[src/rtl/raw8_frame_packer.sv]
// raw8_frame_packer: packs RAW8 pixels four-per-word (first pixel in [7:0])
// and generates frame-RAM word address / write strobe with line and frame
// bookkeeping, short/long/missing-le/aborted-frame error flagging.
// Optional feature macro: RAW8_FRAME_PACKER_ERR_CNT_EN adds err_cnt_o, a
// saturating count of individual error events (cleared by reset only).
module raw8_frame_packer #(
  parameter int unsigned H_ACTIVE = 640,
  parameter int unsigned V_ACTIVE = 480,
  parameter int unsigned ADDR_W   = 17
) (
  input  logic              clk,
  input  logic              reset,
  input  logic              fs_i,
  input  logic              ls_i,
  input  logic              le_i,
  input  logic              pix_valid_i,
  input  logic [7:0]        pix_i,
  output logic [31:0]       data_o,
  output logic [ADDR_W-1:0] adress_o,
  output logic              we_o,
  output logic              frame_done_o,
  output logic [7:0]        frame_cnt_o,
  output logic              err_o
`ifdef RAW8_FRAME_PACKER_ERR_CNT_EN
  ,
  output logic [7:0]        err_cnt_o
`endif
);

  localparam int unsigned WPL = H_ACTIVE / 4;
  localparam int unsigned WW  = $clog2(WPL + 1);
  localparam int unsigned LW  = $clog2(V_ACTIVE + 1);
  localparam logic [WW-1:0]     WPL_L = WW'(WPL);
  localparam logic [LW-1:0]     VL    = LW'(V_ACTIVE);
  localparam logic [ADDR_W-1:0] WPL_A = ADDR_W'(WPL);

  typedef enum logic [1:0] {
    WAIT_FS = 2'd0,
    WAIT_LS = 2'd1,
    LINE    = 2'd2
  } state_t;

  state_t              r_state;
  state_t              w_state_nxt;

  logic [1:0]          r_idx;
  logic [WW-1:0]       r_word;
  logic [LW-1:0]       r_lcnt;
  logic [ADDR_W-1:0]   r_base;
  logic [31:0]         r_buf;
  logic [31:0]         r_data;
  logic [ADDR_W-1:0]   r_addr;
  logic                r_we;
  logic                r_done;
  logic [7:0]          r_fcnt;
  logic                r_err;

  logic                w_start;
  logic                w_abort;
  logic                w_ls_open;
  logic                w_in_line;
  logic                w_acc;
  logic                w_long;
  logic                w_stray;
  logic                w_eol;
  logic                w_miss_le;
  logic                w_full;
  logic [1:0]          w_idx_nxt;
  logic [WW-1:0]       w_word_nxt;
  logic                w_flush;
  logic                w_short;
  logic [LW-1:0]       w_lcnt_inc;
  logic                w_last;
  logic                w_write;
  logic                w_err_evt;
  logic [31:0]         w_buf_nxt;

  // State register
  always_ff @(posedge clk or negedge reset) begin
    if (!reset) r_state <= WAIT_FS;
    else        r_state <= w_state_nxt;
  end

  // Next-state: fs_i dominates; end of line either closes the frame or
  // opens the next line (ls_i without le_i) or waits for the next ls_i
  always_comb begin
    w_state_nxt = r_state;
    unique case (r_state)
      WAIT_FS: if (fs_i) w_state_nxt = WAIT_LS;
      WAIT_LS: begin
        if (fs_i)      w_state_nxt = WAIT_LS;
        else if (ls_i) w_state_nxt = LINE;
      end
      LINE: begin
        if (fs_i)          w_state_nxt = WAIT_LS;
        else if (w_eol) begin
          if (w_last)      w_state_nxt = WAIT_FS;
          else if (ls_i)   w_state_nxt = LINE;
          else             w_state_nxt = WAIT_LS;
        end
      end
      default: w_state_nxt = WAIT_FS;
    endcase
  end

  // Per-cycle decode of pixel acceptance, writes, line end and error events
  always_comb begin
    w_start    = fs_i && (r_state == WAIT_FS);
    w_abort    = fs_i && (r_state != WAIT_FS);
    w_ls_open  = !fs_i && (r_state == WAIT_LS) && ls_i;
    w_stray    = !fs_i && (r_state == WAIT_LS) && pix_valid_i;
    w_in_line  = !fs_i && (r_state == LINE);
    w_acc      = w_in_line && pix_valid_i && (r_word != WPL_L);
    w_long     = w_in_line && pix_valid_i && (r_word == WPL_L);
    w_eol      = w_in_line && (le_i || ls_i);
    w_miss_le  = w_in_line && ls_i && !le_i;
    w_full     = w_acc && (r_idx == 2'd3);
    w_idx_nxt  = r_idx + 2'(w_acc);
    w_word_nxt = r_word + WW'(w_full);
    // a pixel arriving with le_i is counted before the partial-word test
    w_flush    = w_eol && (w_idx_nxt != 2'd0);
    w_short    = w_eol && (w_word_nxt != WPL_L);
    w_lcnt_inc = (r_lcnt == VL) ? r_lcnt : r_lcnt + LW'(1);
    w_last     = w_eol && (w_lcnt_inc == VL);
    w_write    = w_full || w_flush;
    w_err_evt  = w_long || w_stray || w_short || w_miss_le;
    w_buf_nxt  = r_buf;
    if (w_acc) w_buf_nxt[8*r_idx +: 8] = pix_i;
  end

  // Datapath: packing buffer, line/frame counters, registered RAM outputs
  always_ff @(posedge clk or negedge reset) begin
    if (!reset) begin
      r_idx  <= '0;
      r_word <= '0;
      r_lcnt <= '0;
      r_base <= '0;
      r_buf  <= '0;
      r_data <= '0;
      r_addr <= '0;
      r_we   <= 1'b0;
      r_done <= 1'b0;
      r_fcnt <= '0;
      r_err  <= 1'b0;
    end else begin
      r_we   <= w_write;
      r_done <= w_last;
      if (w_write) begin
        r_data <= w_buf_nxt;
        r_addr <= r_base + ADDR_W'(r_word);
      end
      if (w_last) r_fcnt <= r_fcnt + 8'd1;

      if (w_start || w_abort) begin
        r_base <= '0;
        r_lcnt <= '0;
        r_idx  <= '0;
        r_word <= '0;
        r_buf  <= '0;
      end else if (w_eol) begin
        // base is frozen on the last line so no address can exceed the frame
        if (!w_last) r_base <= r_base + WPL_A;
        r_lcnt <= w_lcnt_inc;
        r_idx  <= '0;
        r_word <= '0;
        r_buf  <= '0;
      end else if (w_ls_open) begin
        r_idx  <= '0;
        r_word <= '0;
        r_buf  <= '0;
      end else if (w_acc) begin
        r_idx  <= w_idx_nxt;
        r_word <= w_word_nxt;
        r_buf  <= w_full ? '0 : w_buf_nxt;
      end

      // fs_i in WAIT_FS clears; an aborting fs_i clears and re-latches
      if (w_start)                   r_err <= 1'b0;
      else if (w_abort || w_err_evt) r_err <= 1'b1;
    end
  end

  assign data_o       = r_data;
  assign adress_o     = r_addr;
  assign we_o         = r_we;
  assign frame_done_o = r_done;
  assign frame_cnt_o  = r_fcnt;
  assign err_o        = r_err;

`ifdef RAW8_FRAME_PACKER_ERR_CNT_EN
  logic [7:0] r_ecnt;
  logic [2:0] w_ev_n;
  logic [8:0] w_ecnt_sum;

  // Number of distinct error events this cycle, added with saturation
  always_comb begin
    w_ev_n     = 3'(w_long) + 3'(w_stray) + 3'(w_short) + 3'(w_miss_le) + 3'(w_abort);
    w_ecnt_sum = {1'b0, r_ecnt} + {6'b0, w_ev_n};
  end

  // Saturating error-event counter, cleared only by reset
  always_ff @(posedge clk or negedge reset) begin
    if (!reset)             r_ecnt <= '0;
    else if (w_ecnt_sum[8]) r_ecnt <= '1;
    else                    r_ecnt <= w_ecnt_sum[7:0];
  end

  assign err_cnt_o = r_ecnt;
`endif

endmodule
[config.mk]
export PLATFORM = sky130hd
export DESIGN_NAME = raw8_frame_packer
export DESIGN_NICKNAME = d
export VERILOG_FILES = /design/src/rtl/raw8_frame_packer.sv
export SDC_FILE = /design/constraint.sdc
export NUM_CORES = 1
export LEC_CHECK = 0
export BUFFER_PORTS_ARGS = -buffer_cell sky130_fd_sc_hd__buf_4
export CAP_MARGIN = 30
export CORE_ASPECT_RATIO = 1.2
export CORE_MARGIN = 2
export CORE_UTILIZATION = 36
export DETAILED_ROUTE_END_ITERATION = 16
export PLACE_DENSITY = 0.53
export REMOVE_ABC_BUFFERS = 1
export SKIP_LAST_GASP = 1
export SLEW_MARGIN = 30
export SYNTH_ARGS = -nofsm -noshare
export SYNTH_HDL_FRONTEND = slang
export SYNTH_SLANG_ARGS = --single-unit
[constraint.sdc]
create_clock -name clk -period 3.23 [get_ports clk]
set_clock_uncertainty 0.2 [all_clocks]
set_input_delay 0.646 -clock clk [delete_from_list [all_inputs] [get_ports clk]]
set_output_delay 0.646 -clock clk [all_outputs]
set_load 0.01 [all_outputs]
==> impl_metrics.toml <==
[timing]
max_freq_mhz = 349
worst_slack_ps = 367
setup_violations = 0
worst_pin_slew_ps = 689
period_needed_ps = 2860
period_share_pct = 88.6
hold_viol = 0
holdWs_ps = 109
finalSetupTns_ps = 0
max-slew-margin-rel_pct = 53.8
drv_slew = 0
rsz0062_at_grt = "no"

[global_routing]
grt_pass1_wl_um = 24300
overflow = 0
antenna_found_initial = 0
grtUsageTotal_pct = 17.1
grt_max_degree = 126
grt_pass1_vias = 4795

[critical_path]
crit_chain = "ha_1 -> nand4_1 -> o21a_1 -> o2111ai_1 -> nor2_2 -> buf_12 -> nor4b_1 -> mux2_2"
reg2regPathDepth = 8
rrSetupSlack_ps = 370
cp.required_ps = 3330
cp_max_fo = 31
r2r_end = "r_base[11]"
critPathMaxStageDelay_ps = 480
arrival_ps = 2970
worstReg2RegStart = "r_lcnt[0]"
path_class = "flip-flop to flip-flop"
crit_path_start_kind = "flip-flop"
crit_path_end_kind = "flip-flop"
critPathSlowestCell = "dfrtp_1"

[pwr]
power_density_nw_per_um2 = 459
power.internal_mw = 2.70
power_frac_clock_pct = 50.7
power_mw = 3.45
peakVddDrop_uv = 291
leakagePower_nw = 3.40
power.share.sequential_pct = 45.8
combPwrFrac_pct = 3.5
p_sw_uw = 757
switching_share_pct = 21.9

[logic_synthesis]
yosysTopAreaCell = "dfrtp_1"
synth-edff-count = 0
synthTopCellsByArea = "dfrtp_1, o21ai_0, nand2_1, a22o_1, xnor2_1"
syn_area_um2 = 6140
ys_seq_area_share_pct = 51.0
synth_cell_types = 58
postSynthAreaPerCell_um2 = 10.1
ys_ff_latch = 125
synthFlopType = "dfrtp_1"
netlist_instances = 607
synthArstFlopShare_pct = 100
yosysWarnings = 0
synth_top_area_share_pct = 51.0

[detailed_routing]
vias_per_cell = 5.17
drc = 0
drt_iter0_markers = 336
drt_first_pass_iters = 5
routedWlPerCell_um = 15.8
totalWireLength_um = 14500
antenna_left = 0
vias = 4743

[clock_tree]
post-cts-setup-buffer-count = 0
cts_buffers = 17
htree_num_levels = 4
clk_latency_ps = 420
cts_root_buf = "clkbuf_16"
cts.sinks = 125
cts_tree = "done"
post_cts_resized = 0
cts_hold_buf = 0
path_clk_slew_ps = 60
cts_max_path_buffers = 2

[floorplan]
placementRows = 52
ios = 74
dieArea_um2 = 18100
die_x_um = 123
initial_core_util_pct = 36.6
fp.coreArea_um2 = 16800
die_height_um = 147

[placement]
placedCellCount = 887
port_buffers = 73
preCtsSetupSlack_ps = 234
dpl_cell_area_um2 = 6990
dpl.hpwl_um = 9900
globalplace.congestion = 0.801

[final_layout]
layout_commonest_cell = "dfrtp_1"
drive_above_1_share_pct = 19.4
final_cell_mix = "dfrtp_1, buf_4, nand2_1"
final_cells = 918
final_area_um2 = 7520
n_antenna_cell = 0
area_delta_synth_final_pct = 22.6
fin_nets = 719
final_core_util_pct = 44.8

[flow_run]
drv_cap = 0

[status]
outcome = "completed"

[worst_hold_path]
min_path_type = "input port to async pin"
cell usage after synthesis (all sizes together), types with 9 or more instances:
master / number
nor2: 47
o21ai: 54
buf: 18
mux2: 9
a31oi: 25
nand2: 62
ha: 15
a21oi: 20
clkbuf: 10
nand3: 20
nand4: 12
inv: 13
dfrtp: 125
nor2b: 30
a22o: 24
xnor2: 23
and2: 13
nor3: 10
xor2: 10
critical path, delay by kind of cell (launching register included):
kind	cells	cell delay (ps)
buffers and inverters	1	170
AO/OA/AOI/OAI	2	490
adder cells (fa/ha/maj)	1	380
AND/OR/NAND/NOR	3	640
multiplexers	1	370
flip-flops	1	480
kinds of logic after synthesis:
group                    Yosys count  share of synthesized area [%]
flip-flops                       125                           51.0
XOR/XNOR                          33                           4.71
multiplexers                      17                           2.96
AND/OR/NAND/NOR                  231                           19.8
AO/OA/AOI/OAI                    145                           15.2
buffers and inverters             41                           3.28
adder cells (fa/ha/maj)           15                           3.06
per-layer routing:
layer / part of all wire [%] / global-route usage [%] / routed length [um] / vias up
met1: 44 / 21.4 / 6400 / 2282
met3: 4.2 / 4.15 / 611 / 25
met4: 2.1 / 6.70 / 303 / 0
li1: - / - / - / 2325
met5: 0 / 0 / 0 / -
met2: 49 / 28.1 / 7150 / 111
power groups by stage:
| stage | registers (mW) | logic, mW | clock network [mW] |
|---|---|---|---|
| 2_1_floorplan | 1.61 | 0.0349 | 0 |
| 3_3_place_gp | 1.61 | 0.124 | 0 |
| 3_5_place_dp | 1.61 | 0.126 | 0 |
| 4_1_cts | 1.58 | 0.126 | 1.79 |
| 5_1_grt | 1.58 | 0.138 | 1.87 |
| 6_report | 1.58 | 0.122 | 1.75 |
area by class of cell:
class,count,area [um^2]
fill,1624,9260
sequential,125,3130
clock inverter,6,62.6
multi-input combinational,441,2810
inverter,13,48.8
clock buffer,25,475
tap,216,270
timing repair buffer,92,728
registers in the layout, indices dropped and copies added (netlist names):
name	flops
data_o	32
r_idx	2
r_base	12
frame_cnt_o	8
r_lcnt	9
adress_o	17
err_o	1
frame_done_o	1
r_word	8
we_o	1
r_buf	32
r_state	2
worst max-delay path by stage:
stage                         start          end  slack (ps)  cells after the start
after CTS                 r_lcnt[0]   r_base[11]         380                      8
final                     r_lcnt[0]   r_base[11]         370                      8
after global placement         fs_i        err_o         320                     10
after floorplan                fs_i  adress_o[0]        -960                      6
after detailed placement       fs_i        err_o         230                     10
after global routing      r_lcnt[0]   r_base[11]         210                      8
Power figures use the tool's default switching activity.
